===== src/rtl/seq_alu.sv =====
// Multi-cycle ALU with valid/ready handshakes on both sides.
// Multiply and divide are iterative, one bit per cycle (multiply optionally single-cycle).
module seq_alu #(
  parameter int WIDTH    = 16,
  parameter bit FAST_MUL = 1'b0
) (
  input  logic             clk,
  input  logic             rst_n,
  input  logic             in_valid,
  output logic             in_ready,
  input  logic [2:0]       alu_ctrl,
  input  logic [WIDTH-1:0] rt,
  input  logic [WIDTH-1:0] rd,
  output logic             out_valid,
  input  logic             out_ready,
  output logic [WIDTH-1:0] result,
  output logic [WIDTH-1:0] result_hi,
  output logic             zero,
  output logic             carry,
  output logic             div_by_zero,
  output logic             err
);

  localparam int CW = $clog2(WIDTH);

  localparam logic [2:0] OP_ADD = 3'd0;
  localparam logic [2:0] OP_SUB = 3'd1;
  localparam logic [2:0] OP_AND = 3'd2;
  localparam logic [2:0] OP_OR  = 3'd3;
  localparam logic [2:0] OP_SLT = 3'd4;
  localparam logic [2:0] OP_MUL = 3'd5;
  localparam logic [2:0] OP_DIV = 3'd6;
  localparam logic [2:0] OP_ILL = 3'd7;

  typedef enum logic [1:0] {IDLE, BUSY, DONE} state_t;

  state_t               state;
  logic [2:0]           op_r;
  logic [CW-1:0]        cnt;
  logic [2*WIDTH-1:0]   acc;
  logic [2*WIDTH-1:0]   mcand;
  logic [WIDTH-1:0]     mplier;
  logic [WIDTH-1:0]     div_r;

  logic [WIDTH:0]       sum;
  logic [WIDTH:0]       diff;
  logic [2*WIDTH-1:0]   prod_fast;
  logic [WIDTH-1:0]     s_res;
  logic [WIDTH-1:0]     s_hi;
  logic                 s_carry;
  logic                 s_err;
  logic                 iterative;

  logic [2*WIDTH-1:0]   mul_next;
  logic [WIDTH:0]       div_top;
  logic                 div_ge;
  logic [2*WIDTH-1:0]   div_next;
  logic [2*WIDTH-1:0]   iter_next;

  // Single-cycle results, computed straight from the request operands
  always_comb begin
    sum       = {1'b0, rt} + {1'b0, rd};
    diff      = {1'b0, rt} - {1'b0, rd};
    prod_fast = {{WIDTH{1'b0}}, rt} * {{WIDTH{1'b0}}, rd};
    s_res     = '0;
    s_hi      = '0;
    s_carry   = 1'b0;
    s_err     = 1'b0;
    case (alu_ctrl)
      OP_ADD: begin
        s_res   = sum[WIDTH-1:0];
        s_carry = sum[WIDTH];
      end
      OP_SUB: begin
        s_res   = diff[WIDTH-1:0];
        s_carry = diff[WIDTH];
      end
      OP_AND: s_res = rt & rd;
      OP_OR:  s_res = rt | rd;
      OP_SLT: s_res = {{(WIDTH-1){1'b0}}, diff[WIDTH]};
      OP_MUL: {s_hi, s_res} = prod_fast;
      OP_ILL: s_err = 1'b1;
      default: ;
    endcase
    iterative = (alu_ctrl == OP_DIV) || ((alu_ctrl == OP_MUL) && !FAST_MUL);
  end

  // One iteration step: acc holds {hi, lo} for mul and {remainder, quotient} for div.
  // div_top keeps the bit shifted out of the remainder so the compare is WIDTH+1 wide.
  always_comb begin
    mul_next  = acc + (mplier[0] ? mcand : '0);
    div_top   = acc[2*WIDTH-1:WIDTH-1];
    div_ge    = div_top >= {1'b0, div_r};
    div_next  = {(div_ge ? div_top[WIDTH-1:0] - div_r : div_top[WIDTH-1:0]),
                 acc[WIDTH-2:0], div_ge};
    iter_next = (op_r == OP_DIV) ? div_next : mul_next;
  end

  always_ff @(posedge clk or negedge rst_n) begin
    if (!rst_n) begin
      state       <= IDLE;
      in_ready    <= 1'b1;
      out_valid   <= 1'b0;
      result      <= '0;
      result_hi   <= '0;
      zero        <= 1'b0;
      carry       <= 1'b0;
      div_by_zero <= 1'b0;
      err         <= 1'b0;
      op_r        <= '0;
      cnt         <= '0;
      acc         <= '0;
      mcand       <= '0;
      mplier      <= '0;
      div_r       <= '0;
    end else begin
      case (state)
        IDLE: begin
          if (in_valid) begin
            op_r     <= alu_ctrl;
            cnt      <= '0;
            in_ready <= 1'b0;
            if (iterative) begin
              state  <= BUSY;
              acc    <= (alu_ctrl == OP_DIV) ? {{WIDTH{1'b0}}, rt} : '0;
              mcand  <= {{WIDTH{1'b0}}, rt};
              mplier <= rd;
              div_r  <= rd;
            end else begin
              state       <= DONE;
              out_valid   <= 1'b1;
              result      <= s_res;
              result_hi   <= s_hi;
              zero        <= (s_res == '0);
              carry       <= s_carry;
              div_by_zero <= 1'b0;
              err         <= s_err;
            end
          end
        end
        BUSY: begin
          acc    <= iter_next;
          mcand  <= mcand << 1;
          mplier <= mplier >> 1;
          cnt    <= cnt + 1'b1;
          // Last iteration is folded into the DONE transition
          if (cnt == CW'(WIDTH - 1)) begin
            state       <= DONE;
            out_valid   <= 1'b1;
            result      <= iter_next[WIDTH-1:0];
            result_hi   <= iter_next[2*WIDTH-1:WIDTH];
            zero        <= (iter_next[WIDTH-1:0] == '0);
            carry       <= 1'b0;
            div_by_zero <= (op_r == OP_DIV) && (div_r == '0);
            err         <= 1'b0;
          end
        end
        DONE: begin
          if (out_ready) begin
            state     <= IDLE;
            out_valid <= 1'b0;
            in_ready  <= 1'b1;
          end
        end
        default: begin
          state     <= IDLE;
          out_valid <= 1'b0;
          in_ready  <= 1'b1;
        end
      endcase
    end
  end

endmodule

===== config.mk =====
export PLATFORM = sky130hd
export DESIGN_NAME = seq_alu
export DESIGN_NICKNAME = d
export VERILOG_FILES = /design/src/rtl/seq_alu.sv
export SDC_FILE = /design/constraint.sdc
export NUM_CORES = 1
export LEC_CHECK = 0
export CAP_MARGIN = 20
export CORE_ASPECT_RATIO = 1.25
export CORE_UTILIZATION = 55
export CTS_BUF_LIST = sky130_fd_sc_hd__clkbuf_4 sky130_fd_sc_hd__clkbuf_8
export DETAILED_ROUTE_END_ITERATION = 8
export GPL_TIMING_DRIVEN = 0
export PLACE_DENSITY = 0.77
export SLEW_MARGIN = 30
export SYNTH_ARGS = -nofsm -noshare
export SYNTH_HDL_FRONTEND = slang
export SYNTH_SLANG_ARGS = --single-unit

===== constraint.sdc =====
create_clock -name clk -period 3.4 [get_ports clk]
set_clock_uncertainty 0.05 [all_clocks]
set_input_delay 0.85 -clock clk [delete_from_list [all_inputs] [get_ports clk]]
set_output_delay 0.85 -clock clk [all_outputs]
set_load 0.02 [all_outputs]

==> reports/results.txt, run 1 <==
WS Path Type - primary input to flip-flop
synthesized area per cell - 8.13 µm²
fin worst setup slack - -2.63 ns
CP max FO - 5
post-synthesis compound-gate area fraction - 19.5%
Final min period - 6.03 ns
post-place setup slack - -4.09 ns
Final setup viols - 16
mux share of post-synthesis cell area - 1.73%
CP startpoint - rt[7]
initial antenna violation count - 0
first drt pass iteration count - 5
row count - 67
TritonCTS clock tree - done
Yosys top cell area share - 23.7%
final antenna-violating net count - 0
Slew Limit Fails - 0
Clk Latency, worst-skew pair - 0.49 ns
Worst setup SP type - primary input
Final Hold Fails - 0
Die Y - 187 µm
Post-synth top cells - nand2_1, nor2_1, inv_1, ha_1, dfrtp_1
Reg area - 0.00358 mm²
switching share of power - 50.9%
HPWL Detailed - 40.5 mm
first-pass GRT wire length - 83.8 mm
largest net degree at the start of global routing - 86
vias in the first global route - 15097
Combinational Power Share - 74.5%
clk root buf - clkbuf_8
LEAKAGE - 8.95 nW
overflow left after global routing - 0
Slew headroom - 21.1%
initial DRC count - 1393
Max-Cap Viols - 0
Seq pwr share - 16.8%
leading register cell type out of synthesis - dfrtp_1
area grow syn2layout - 27.8%
DRC - 0
top cells by area, synth - dfrtp_1, fa_1, ha_1
post-synthesis cell count - 1845
Syn Nets - 2129
Peak VDD IR - 1.82 mV
CP required - 3.77 ns
CTS buffer count - 17
reg2reg path depth - 16
DRT Wirelength - 55.8 mm
CORE AREA - 0.0268 mm²
Yosys top cell by area - dfrtp_1
r2r setup slk - -0.12 ns
clock buffer depth - 2
run status - finished, violations left
Tcrit/Tclk final - 177%
clock power share - 8.7%
Crit path arrival time - 6.40 ns
violated checks - setup timing
Seq/Total Area, Yosys - 23.9%
Port Buffers - 74
Net Switching - 9.06 mW
maximum clock rate - 166 MHz
simple logic cell fraction of the synthesized area - 18.3%
most frequent cell after synthesis - nand2_1
post-DR wirelength/cell - 23.3 µm
Post-Layout Cell Count - 2399
Reg clk slew, reported paths - 0.08 ns
internal power - 8.76 mW
worst slew pin tran - 1.18 ns
clk sinks - 143
largest family of logic cells by synthesized area - adder cells
endpoint type of the worst setup path - flip-flop
H-tree lvl count - 4
layout cells sized above 1 - 21.4%
fill count - 2070
register bit total from synthesis - 143
RSZ-0062 raised after global routing - yes
Ant. Diodes - 0
asr flop ratio synth - 100%
number of synthesized flops with an enable pin - 0
Synth Area in Adders - 25.3%
placed insts - 2265
Worst Hold Class - primary input to async pin
synth unique cells - 83
hold_buf cts - 0
via/cell ratio - 6.27
reg2reg start - mplier[0]
starting density of the core - 55.9%
DIE WIDTH - 150 µm
Pwr Density - 930 mW/mm²
Ys Warns - 0
Post-Synth XOR/XNOR Area - 3.33%
Reg2Reg Capture Point - zero
die area - 0.0280 mm²
Final nets - 2325
Global Route Usage Sum - 39.6%
multi-input logic area - 0.0114 mm²
via count - 15048
total power - 17.8 mW
boundary pin count - 77
synthesized area - 0.0150 mm²
routability congestion estimate from global placement - 0.993
[metal layers]
layer  GRT usage, %  vias to the layer above  routed length, µm
met4           27.2                        0               4290
met3           6.53                      252               4290
met2           64.8                      853              26400
met5              0                        -                  0
met1           47.3                     7329              20800
li1               -                     6614                  -
[what timing repair did]
item	in CTS	in global routing
gates resized for setup	285	175
setup buffers	78	35
pin swaps	75	90
cloned	0	1
setup endpoints to repair	56	50
[placed cells by master, fill, tap and decap left out, types with 23 or more instances in the layout]
| cell | Yosys | layout |
|---|---|---|
| ha_4 | 0 | 29 |
| and2_1 | 35 | 29 |
| clkdlybuf4s50_1 | 0 | 45 |
| fa_1 | 97 | 94 |
| buf_4 | 2 | 90 |
| buf_6 | 1 | 28 |
| dfrtp_1 | 142 | 141 |
| a21oi_1 | 100 | 80 |
| inv_1 | 193 | 169 |
| clkbuf_1 | 89 | 54 |
| ha_1 | 148 | 107 |
| o21ai_0 | 92 | 73 |
| inv_2 | 6 | 23 |
| nand3_1 | 29 | 27 |
| xnor2_1 | 39 | 32 |
| nand2_1 | 249 | 242 |
| nor3_1 | 25 | 23 |
| nor2_1 | 200 | 178 |
| a31oi_1 | 46 | 40 |
[flip-flops by register name (all words and copies together) (netlist names)]
name,count
div_r,16
cnt,4
result,16
mcand,32
op_r,3
out_valid,1
div_by_zero,1
err,1
zero,1
carry,1
in_ready,1
state,2
mplier,16
acc,32
result_hi,16
[power by group through the flow]
stage               registers (mW)  logic [mW]  clock network [mW]
finish                        2.99        13.3                1.55
global route                  3.06        14.2                1.62
CTS                           2.94        11.8                1.55
detailed placement            2.96        10.5                   0
global placement              2.94        10.2                   0
floorplan                     2.95        7.28                   0
[worst max-delay path by stage]
stage          cells past startpoint        end  slack (ns)
2_1_floorplan                     22       zero       -2.62
3_5_place_dp                      24       zero       -4.09
4_1_cts                           25       zero       -2.65
3_3_place_gp                       1  mplier[7]       -4.28
6_report                          24       zero       -2.63
5_1_grt                           24       zero       -2.83
[critical path, stage by stage]
cell	delay, ns
buf_8	0.10
buf_8	0.11
inv_4	0.05
buf_8	0.12
nor2_2	0.04
fa_1	0.48
inv_1	0.06
fa_1	0.57
fa_1	0.45
fa_1	0.50
inv_1	0.05
fa_1	0.49
inv_1	0.07
fa_1	0.53
inv_2	0.05
ha_4	0.22
a21o_1	0.21
a311oi_1	0.31
o21bai_1	0.13
xor2_1	0.20
a21oi_1	0.19
o21ai_2	0.09
or4_1	0.39
o21ai_1	0.13
[cell families (layout without fill, tap and decap cells)]
kind of cell | count (synthesis) | in the layout
buf+inv | 312 | 521
simple gates | 621 | 621
xor+xnor | 57 | 57
flops | 143 | 143
compound gates | 442 | 442
mux | 25 | 25
fa+ha+maj | 245 | 245
[final cells by class]
| class | instances | share of cell area [%] |
|---|---|---|
| buffer | 97 | 3.53 |
| clock buffer | 18 | 1.26 |
| clock inverter | 14 | 0.998 |
| inverter | 209 | 4.61 |
| multi-input combinational | 1390 | 59.6 |
| sequential | 143 | 18.7 |
| tap | 345 | 2.25 |
| timing repair buffer | 183 | 9.08 |
[metrics by stage]
step | area, µm² | util [%] | setup TNS, ns | hold WS [ns]
finish | 19200 | 71.5 | -24.76 | 0.219
global route | 19200 | 71.5 | -26.95 | 0.258
CTS | 18400 | 68.6 | -25.84 | 0.238
detailed placement | 16600 | 61.8 | -72.19 | 0.409
global placement | 16500 | 61.7 | -675.46 | 0.401
floorplan | 15400 | - | -22.12 | 0.389
(Power assumes the default switching activity.)
==> run 2, diff against run 1 <==
--- a/config.mk
+++ b/config.mk
@@ -11,7 +11,7 @@
 export CTS_BUF_LIST = sky130_fd_sc_hd__clkbuf_4 sky130_fd_sc_hd__clkbuf_8
 export DETAILED_ROUTE_END_ITERATION = 8
 export GPL_TIMING_DRIVEN = 0
-export PLACE_DENSITY = 0.77
+export PLACE_DENSITY = 0.84
 export SLEW_MARGIN = 30
 export SYNTH_ARGS = -nofsm -noshare
 export SYNTH_HDL_FRONTEND = slang
==> run 2 against run 1 <==
The run still ends with setup timing left. Total power grew 4.4%. Maximum frequency is 0.73% lower. Cell count shrank 0.33%. Via count grew 1.3%. Combinational power rose by 7%. First-iteration DRC count decreased by 13%. Clock-buffer cell count shrank 1. Critical path depth unchanged. Sequential power barely moved. Routed wire length rose by 1.4%. Flip-flop and latch count stayed put. Final area decreased by 0.19%. Critical path type unchanged.
==> reports/results.txt, run 2 (synthesis results as in run 1) <==
layer with the highest usage - met2
Global Route Usage Sum - 39.5% (-0.18 points)
overflow left after global routing - 0 (unchanged)
slowest CP cell - fa_1
DRC - 0 (unchanged)
CP startpoint - rt[7]
Final nets - 2317 (-0.34%)
initial DRC count - 1205 (-13%)
Port Buffers - 74 (unchanged)
endpoint type of the worst setup path - flip-flop
final antenna-violating net count - 0 (unchanged)
reg2reg start - mplier[0]
cells along the critical path - buf_8 > buf_8 > inv_4 > buf_8 > nor2_4 > fa_1 > inv_2 > fa_1 > fa_1 > fa_1 > inv_1 > fa_1 > inv_2 > fa_1 > inv_2 > ha_4 > a21o_1 > a311oi_2 > o21bai_2 > xor2_2 > a21oi_2 > o21ai_2 > or4_1 > o21ai_1
row count - 67 (unchanged)
clk root buf - clkbuf_8
first-pass GRT wire length - 83.5 mm (-0.31%)
Tcrit/Tclk final - 179% (+1.3 points)
Slew headroom - 35.4% (+14 points)
hold_buf cts - 0 (unchanged)
Seq pwr share - 16.0% (-0.8 points)
fin worst setup slack - -2.68 ns (-0.0445 ns)
multi-input logic area - 0.0114 mm² (about the same)
Crit path arrival time - 6.46 ns (+0.06 ns)
Net Switching - 9.62 mW (+6.2%)
clock buffer depth - 2 (unchanged)
CP Depth - 24 (unchanged)
fill count - 1961 (-5.3%)
violated checks - setup timing
r2r setup slk - -0.08 ns (+0.04 ns)
Final Hold Fails - 0 (unchanged)
Reg clk slew, reported paths - 0.09 ns (about the same)
CTS buffer count - 17 (unchanged)
top flop regs - acc x32, mcand x32
Layout Utilization - 71.3% (-0.14 points)
via/cell ratio - 6.37 (+1.6%)
starting density of the core - 55.9% (unchanged)
layout cells sized above 1 - 21.7% (+0.28 points)
H-tree lvl count - 4 (unchanged)
reg2reg path depth - 15 (-1)
Ant. Diodes - 0 (unchanged)
Final min period - 6.08 ns (+0.0445 ns)
Max-Cap Viols - 0 (unchanged)
Reg2Reg Capture Point - result_hi[14]
clock power share - 7.9% (-0.8 points)
met2 usage - 64.7% (-0.11 points)
Slew Limit Fails - 0 (unchanged)
CP max FO - 5 (unchanged)
boundary pin count - 77 (unchanged)
post-DR wirelength/cell - 23.7 µm (+1.8%)
most common cell after layout, fill and taps aside - nand2_1
Worst setup SP type - primary input
Buf/Inv on CP - 8 (unchanged)
die area - 0.0280 mm² (unchanged)
Critical Path Sink - zero
Worst Hold Class - primary input to async pin
worst slew pin tran - 0.965 ns (-0.214 ns)
most used cell, CP - fa_1
CORE AREA - 0.0268 mm² (unchanged)
Reg area - 0.00358 mm² (unchanged)
Final setup viols - 16 (unchanged)
internal power - 8.98 mW (+2.6%)
Die Y - 187 µm (unchanged)
first drt pass iteration count - 6 (+1)
Fin Hold WS - 0.239 ns (+0.0198 ns)
CP delay by family, top - adder cells
CP required - 3.79 ns (+0.02 ns)
Peak VDD IR - 2.53 mV (+39%)
WS Path Type - primary input to flip-flop
area grow syn2layout - 27.5%
run status - finished, violations left
routability congestion estimate from global placement - 0.975 (-1.9%)
clk sinks - 143 (unchanged)
TritonCTS clock tree - done
Clk Latency, worst-skew pair - 0.51 ns (+0.02 ns)
switching share of power - 51.7% (+0.86 points)
HPWL Detailed - 39.9 mm (-1.3%)
met3 usage - 7.58% (+1.1 points)
critical path's largest stage delay - 0.54 ns (-0.03 ns)
RSZ-0062 raised after global routing - yes
DRT Wirelength - 56.6 mm (+1.4%)
maximum clock rate - 165 MHz (-0.73%)
most frequent cells in the layout - nand2_1, nor2_1, inv_1
Combinational Power Share - 76.1% (+1.6 points)
DIE WIDTH - 150 µm (unchanged)
vias in the first global route - 15272 (+1.2%)
largest net degree at the start of global routing - 81 (-5.8%)
via count - 15239 (+1.3%)
met1 Use GR - 45.9% (-1.4 points)
LEAKAGE - 8.86 nW (-0.93%)
initial antenna violation count - 0 (unchanged)
Pwr Density - 972 mW/mm² (+4.6%)
==> run 2: cell types whose count changed in the layout (fill, tap and decap cells not counted), sizes merged, moves of 2 or more <==
cell and delta:
bufinv -2, dlygate4sd2 +2, inv +6, clkinvlp -2
clkbuf +2, buf -10
==> run 2: how the worst min path moves through the flow <==
stage                          start          to  slack [ns]  depth (start not counted)
after floorplan           mplier[15]  mplier[15]        0.39                          2
after global placement    result[11]  result[11]        0.40                          2
after detailed placement  mplier[15]  mplier[15]        0.41                          2
after CTS                      rst_n      cnt[2]        0.30                          1
after global routing           rst_n      cnt[0]        0.30                          1
final                          rst_n      cnt[2]        0.24                          1
==> run 2: repair_timing <==
item / CTS / global route
endpoints found under the setup margin: 57 / 59
setup buffers: 61 / 40
gates resized for setup: 323 / 169
pin swaps: 63 / 89
==> run 2: stage by stage <==
step / instance area, µm² / power, mW / TNS (ns) / std cells / setup WS [ns]
after floorplan: 15400 / 10.2 / -22.12 / 1845 / -2.62
after global placement: 16500 / 13.1 / -654.19 / 2264 / -4.14
after detailed placement: 16600 / 13.4 / -70.43 / 2265 / -4.08
after CTS: 18300 / 16.3 / -23.61 / 2357 / -2.57
after global routing: 19100 / 19.6 / -26.18 / 2391 / -2.83
final: 19100 / 18.6 / -24.32 / 2391 / -2.68
==> run 2: final cells by class <==
type,count,share of cell area (%)
inverters,209,4.69
well taps,345,2.26
multi-input cells,1390,59.7
clock inverters,15,0.909
plain buffers,98,3.79
repair buffers,174,8.75
flip-flops and latches,143,18.7
clock buffers,17,1.22
==> run 2: layer usage <==
layer | wire (µm) | vias up
met5 | 0 | -
met4 | 4660 | 0
met3 | 4820 | 307
met2 | 26900 | 906
met1 | 20200 | 7418
li1 | - | 6608
==> run 2: power groups by stage <==
stage	clock network, mW	registers (mW)	logic, mW
6_report	1.47	2.98	14.2
5_1_grt	1.53	3.04	15.0
4_1_cts	1.45	2.92	12.0
3_5_place_dp	0	2.95	10.4
3_3_place_gp	0	2.93	10.1
2_1_floorplan	0	2.95	7.28
